--- src/rtl/output_port_allocator.sv ---
// Wormhole output-port allocator: round-robin arbitration across router inputs,
// lock held from head to tail flit, credit-based flow control toward downstream.
module output_port_allocator #(
    parameter int NUM_INPUTS        = 5,
    parameter int FLIT_BUFFER_DEPTH = 2,
    parameter int CREDIT_WIDTH      = $clog2(FLIT_BUFFER_DEPTH + 1)
) (
    input  logic                          clk_noc,
    input  logic                          rst_noc_sync,
    input  logic [0:NUM_INPUTS-1]         req,
    input  logic [0:NUM_INPUTS-1]         req_is_tail,
    input  logic [0:NUM_INPUTS-1]         turn_disable,
    output logic [0:NUM_INPUTS-1]         grant,
    output logic                          send_out,
    input  logic                          credit_in,
    output logic [CREDIT_WIDTH-1:0]       credits,
    output logic                          locked,
    output logic [$clog2(NUM_INPUTS)-1:0] owner,
    output logic                          credit_err
);

    localparam int IDX_W = $clog2(NUM_INPUTS);
    localparam logic [CREDIT_WIDTH-1:0] CRED_MAX = CREDIT_WIDTH'(FLIT_BUFFER_DEPTH);
    localparam logic [CREDIT_WIDTH-1:0] CRED_ONE = CREDIT_WIDTH'(1);

    typedef enum logic {IDLE, LOCKED} state_t;

    state_t                  state_q, state_d;
    logic [IDX_W-1:0]        owner_q, owner_d;
    logic [IDX_W-1:0]        rr_q, rr_d;
    logic [CREDIT_WIDTH-1:0] credits_q, credits_d;
    logic                    err_q, err_d;

    logic [0:NUM_INPUTS-1]   elig;
    logic                    found;
    logic [IDX_W-1:0]        win;
    logic                    have_credit;

    assign elig        = req & ~turn_disable;
    assign have_credit = (credits_q != '0);

    // Round-robin search starting just after the last IDLE winner.
    always_comb begin
        int idx;
        idx   = 0;
        found = 1'b0;
        win   = '0;
        for (int k = 1; k <= NUM_INPUTS; k++) begin
            idx = (int'(rr_q) + k) % NUM_INPUTS;
            if (!found && elig[idx]) begin
                found = 1'b1;
                win   = IDX_W'(idx);
            end
        end
    end

    always_comb begin
        grant   = '0;
        state_d = state_q;
        owner_d = owner_q;
        rr_d    = rr_q;
        case (state_q)
            IDLE: begin
                if (have_credit && found) begin
                    grant[win] = 1'b1;
                    rr_d       = win;
                    if (!req_is_tail[win]) begin
                        state_d = LOCKED;
                        owner_d = win;
                    end
                end
            end
            LOCKED: begin
                // The turn restriction was already honoured when the head flit won.
                if (req[owner_q] && have_credit) begin
                    grant[owner_q] = 1'b1;
                    if (req_is_tail[owner_q]) state_d = IDLE;
                end
            end
            default: state_d = IDLE;
        endcase
        if (rst_noc_sync) grant = '0;
    end

    assign send_out = |grant;

    always_comb begin
        credits_d = credits_q;
        err_d     = err_q;
        if (send_out && !credit_in) begin
            credits_d = credits_q - CRED_ONE;
        end else if (credit_in && !send_out) begin
            if (credits_q == CRED_MAX) err_d = 1'b1;
            else                       credits_d = credits_q + CRED_ONE;
        end
    end

    always_ff @(posedge clk_noc) begin
        if (rst_noc_sync) begin
            state_q   <= IDLE;
            owner_q   <= '0;
            rr_q      <= IDX_W'(NUM_INPUTS - 1);
            credits_q <= CRED_MAX;
            err_q     <= 1'b0;
        end else begin
            state_q   <= state_d;
            owner_q   <= owner_d;
            rr_q      <= rr_d;
            credits_q <= credits_d;
            err_q     <= err_d;
        end
    end

    assign credits    = credits_q;
    assign locked     = (state_q == LOCKED);
    assign owner      = owner_q;
    assign credit_err = err_q;

endmodule

--- config.mk ---
export PLATFORM = sky130hd
export DESIGN_NAME = output_port_allocator
export DESIGN_NICKNAME = d
export VERILOG_FILES = /design/src/rtl/output_port_allocator.sv
export SDC_FILE = /design/constraint.sdc
export NUM_CORES = 1
export LEC_CHECK = 0
export CORE_UTILIZATION = 63
export CTS_CLUSTER_SIZE = 24
export DETAILED_ROUTE_END_ITERATION = 10
export GPL_ROUTABILITY_DRIVEN = 0
export PLACE_DENSITY_LB_ADDON = 0.3
export RECOVER_POWER = 25
export SLEW_MARGIN = 10
export SYNTH_ARGS = -nofsm -noshare
export SYNTH_HDL_FRONTEND = slang
export SYNTH_SLANG_ARGS = --single-unit
--- constraint.sdc ---
create_clock -name clk_noc -period 14.5 [get_ports clk_noc]
set_clock_uncertainty 0.15 [all_clocks]
set_input_delay 2.9 -clock clk_noc [delete_from_list [all_inputs] [get_ports clk_noc]]
set_output_delay 2.9 -clock clk_noc [all_outputs]
set_load 0.01 [all_outputs]
# Word-level counts from Yosys, hierarchy flattened
# Cells that the tools add are included.
# op_classes
addsub	7
div_mod_pow	5
order_cmp	9
reduce_logical	23
muxes	50
bitwise_logic	12
eq_ne	2
# op_table
op	n
>= comparator 32 x 4 -> 1 bit, second input constant	5
modulo 32 x 4 -> 32 bit, second input constant	5
NOT 32 bit	5
two-way mux 1 bit	27
binary-select mux 1 bit (select 3 bit)	8
two-way mux 3 bit	5
two-way mux 5 bit	3
logical AND 1 bit	10
one-hot mux 5 bit (2 select lines)	1
adder 3 x 2 -> 4 bit, second input constant	2
adder 3 x 3 -> 4 bit, second input constant	2
>= comparator 4 bit, second input constant	2
less-than comparator 4 x 1 -> 1 bit, second input constant	2
NOT 3 -> 4 bit	2
demux 1 bit (select 3 bit)	2
zero test 1 bit	6
two-way mux 2 bit	3
AND reduction 3 bit	2
bitwise AND 5 bit	1
NOT 5 bit	1
OR reduction 5 bit	1
adder 3 x 1 -> 4 bit, second input constant	1
AND reduction 2 bit	2
nonzero test 2 bit	2
other kinds (6)	8
# totals
out_inout_bits	13
reg_bits	10

# Longest topological paths before layout
# depth
word_depth	32
ltp_mapped	26
depth_no_buf	22

# Least setup slack after synthesis
# Ideal clock, no wire load.
# synth_path
path_type	input to output
startpoint	input port req[0] (netlist name)
endpoint	output port grant[1] (netlist name)
arrival_time_ns	5.474
required_time_ns	11.450
path_stages	12
path_slack_ns	5.976
path_cell_list	nor2b_1 > or2_2 > a311o_1 > a221oi_2 > a21oi_2 > nor3_4 > and3_4 > o2111ai_4 > mux2i_4 > or2_2 > o32a_1 > nor2_1
# synth_via
elab_chain_cells	25
elab_cells_between_ends	49
cone_classes	2 x order compare; 34 x mux; 2 x bitwise; 11 x reduce/logical
# synth_rtl
element	line	source
from (decl)	10	input logic [0:NUM_INPUTS-1] req,
bitwise AND 5 bit	39	assign elig = req & ~turn_disable;
binary-select mux 1 bit (select 3 bit)	50	if (!found && elig[idx]) begin
two-way mux 1 bit (not written as such) (2 in series)	50	
two-way mux 1 bit	50	
zero test 1 bit	50	
logical AND 1 bit	50	
two-way mux 1 bit	50	
zero test 1 bit	50	
(+8 left out)	-	
NOT 3 -> 4 bit (not written as such)	65	grant[win] = 1'b1;
>= comparator 4 bit (not written as such) / less-than comparator 4 x 1 -> 1 bit (equally long branches)	65	
logical AND 1 bit (not written as such)	65	
two-way mux 1 bit (not written as such)	65	
demux 1 bit (select 3 bit)	65	
two-way mux 5 bit	64	if (have_credit && found) begin
one-hot mux 5 bit (2 select lines) (*)	62	case (state_q)
two-way mux 5 bit (*)	82	if (rst_noc_sync) grant = '0;
to (decl)	13	output logic [0:NUM_INPUTS-1] grant,
# Mark *: on every way between the ends. The rest lies on a longest branch, timed or not. The select of a mux whose other input is x is not followed.

# Worst setup path after layout
# layout_path
startpoint	input port req[1] (netlist name)
endpoint	output port grant[1] (netlist name)
# Same word-level chain as after synthesis.

==> results_dict.tcl <==
set metrics [dict create \
    dr.pass1.iters 5 \
    grt_pass1_vias 2419 \
    row_count 23 \
    path_buf_inv 2 \
    whs_ps 339 \
    hold_buffers 0 \
    power_density_mw_per_mm2 253 \
    die_area_mm2 0.00449 \
    die_x_um 67.0 \
    synth_cell_types 76 \
    initial_core_util_pct 66.1 \
    fin_nets 419 \
    worstSetupStartpointType "input port" \
    p_leak_nw 1.17 \
    overflow 0 \
    n_antenna_cell 0 \
    post-dp-hpwl_um 5330 \
    layout-drive-gt1-share_pct 13.1 \
    grt_pass1_wl_um 11300 \
    hp-class "flip-flop to flip-flop" \
    worst_slew_margin_rel_pct 56.9 \
    maxClockFrequency_mhz 102 \
    synthCells 362 \
    report.final.setup_viol 0 \
    crit_required_ps 11450 \
    synth_warnings 0 \
    status "finished clean" \
    path_class "input port to primary output" \
    switchingPower_mw 0.407 \
    synth_nets 405 \
    timing.final.crit_period_ps 9780 \
    wl_um 7110 \
    crit_path_max_fanout 10 \
    synth.avg_cell_area_um2 7.36 \
    viasPerCell 6.81 \
    synthTopCellsByArea "ha_1 12%, dfxtp_1 7.5%, nor2_1 5.1%, a21oi_1 4.9%, mux2i_1 4.9%" \
    path_clk_slew_ps 50 \
    crit_top_cell "clkdlybuf4s50_1" \
    yosysSeqAreaShare_pct 7.51 \
    maxCapViolCount 0 \
    grt_antenna_before_repair 0 \
    worst_pin_slew_ps 644 \
    grt_usage_pct 32.3 \
    rsz0062_at_grt "no" \
    power_frac_clock_pct 3.8 \
    period_share_pct 67.5 \
    ctsLongestPathBuffers 2 \
    hold_viol_final 0 \
    drtAntennaViolNets 0 \
    cp_slowest_stage_delay_ps 560 \
    coreArea_mm2 0.00403 \
    tns_ps 0 \
    slowest_stage "clkdlybuf4s50_1" \
    layout.cells.non_filler 424 \
    end_kind "primary output" \
    vdd.ir_drop.worst_mv 0.139 \
    cp.arrival_ps 6730 \
    clock_latency_ps 230 \
    root_buffer "clkbuf_8" \
    p_comb_share_pct 89.5 \
    slew_viol_final 0 \
    drtIter0Drc 324 \
    postCtsSetupBuffers 0 \
    synth-edff-count 0 \
    die_h_um 67.0 \
    crit_family "compound AO/OA/AOI/OAI gates" \
    p_int_mw 0.347 \
    yosysTopAreaCell "ha_1" \
    cts_resized 0 \
    drc 0 \
    synth.top_cell.area_share_pct 11.7 \
    synthFlopType "dfxtp_1" \
    swShare_pct 54.0 \
    port-buffer-count 30 \
    synthArstFlopShare_pct 0 \
    grt_max_degree 30 \
    cts_buffers 3 \
    synth_seq_cells 10 \
    dpl.cell_count 421 \
    post-route-util_pct 73.9 \
    ios 31 \
    areaGrowthSynthToFinish_pct 11.8 \
    fillers 320 \
    dr_total_vias 2887 \
    cp_cell_sequence "clkdlybuf4s50_1, nor2b_1, a32oi_1, o311ai_0, o2111ai_1, a211oi_2, nor3_4, and3_4, a211o_1, or2_2, o32a_1, nor2_1, clkdlybuf4s50_1" \
    seqPwrFrac_pct 6.7 \
    cts_tree "yes" \
    wl_per_cell_um 16.8 \
    cts.sinks 10 \
    htree_levels 1 \
    syn_area_mm2 0.00267 \
]
power by group through the flow:
stage	Sequential [mW]	Combinational (mW)	Clock (mW)
floorplan	0.0507	0.526	0
global placement	0.0506	0.645	0
detailed placement	0.0506	0.661	0
CTS	0.0503	0.665	0.0295
global route	0.0522	0.735	0.0303
finish	0.0504	0.675	0.0286
cell usage in the layout, fill, tap and decap left out, types with 9 or more instances in the layout:
| cell type | n |
|---|---|
| a21oi_1 | 26 |
| nor2_1 | 36 |
| nand2b_1 | 9 |
| ha_1 | 25 |
| clkdlybuf4s50_1 | 25 |
| dfxtp_1 | 10 |
| o21ai_0 | 19 |
| nand2_1 | 29 |
| mux2i_1 | 13 |
| o22ai_1 | 9 |
| inv_1 | 24 |
| nor3_1 | 11 |
| nor2b_1 | 10 |
cell usage after synthesis, drive strengths merged (3+ instances only):
library cell  instances
clkbuf               13
mux2i                14
a21oi                30
ha                   25
dfxtp                10
and2                  5
xnor2                10
o21ai                21
nand4                 3
nand2b                9
nor2b                10
o211ai                5
o22ai                 9
mux2                 10
nor2                 36
buf                  11
and3b                 3
nor3                 13
a31oi                 3
inv                  26
or2                   5
a211oi                8
o2111ai               3
or3b                  3
nand2                30
a211o                 3
a32oi                 3
path summary, 6_finish.rpt:
kind / start / endpoint / slack (ps) / cells past startpoint
worst max-delay path: req[1] / grant[1] / 4720 / 13
worst max register to register: rr_q[1]$_SDFFE_PP0P_ / credits[1]$_SDFFE_PP1P_ / 8480 / 18
worst min register to register: credit_err$_SDFFE_PP0P_ / credit_err$_SDFFE_PP0P_ / 340 / 2
worst min-delay path: credit_err$_SDFFE_PP0P_ / credit_err$_SDFFE_PP0P_ / 340 / 2
flip-flops by register name, summed over array words and instances, names as in the netlist:
signal	cells
credit_err	1
owner	3
credits	2
rr_q	3
locked	1
worst register-to-register path, cell delays in order, from the launching register on:
cell	delay, ps
dfxtp_1	690
ha_1	660
xnor2_1	270
inv_1	160
ha_1	250
nor4b_2	330
nor3_2	110
xnor2_2	190
ha_1	220
or4_1	510
o21ai_0	140
nand2_1	110
o22ai_1	340
nor2_1	120
a211o_1	420
a21o_1	220
ha_1	350
o21ai_0	180
or3b_2	450
metrics by stage:
stage | power (mW) | setup WS, ps | area [um^2]
after floorplan | 0.577 | 5980 | 2670
after global placement | 0.696 | 4910 | 2940
after detailed placement | 0.712 | 4800 | 2940
after CTS | 0.745 | 4790 | 2980
after global routing | 0.818 | 4440 | 2980
final | 0.754 | 4720 | 2980
metal layers:
layer / share of wire [%] / global-route usage [%]
met1: 43 / 44.0
met2: 47 / 52.4
met3: 8.2 / 3.42
met4: 1.7 / 9.57
met5: 0 / 0
logic make-up after synthesis:
family | synth area share, %
AND/OR/NAND/NOR | 26.6
AO/OA/AOI/OAI | 29.7
buffers and inverters | 7.98
multiplexers | 12.1
adder cells (fa/ha/maj) | 11.7
XOR/XNOR | 4.46
flip-flops | 7.51
area by class of cell:
cell class / instances / area [um^2] / area share (%)
clock buffers: 3 / 41.3 / 1.39
inverters: 26 / 100 / 3.36
multi-input cells: 302 / 2250 / 75.6
flip-flops and latches: 10 / 200 / 6.72
well taps: 50 / 62.6 / 2.10
repair buffers: 33 / 323 / 10.8
(Power assumes the default switching activity.)
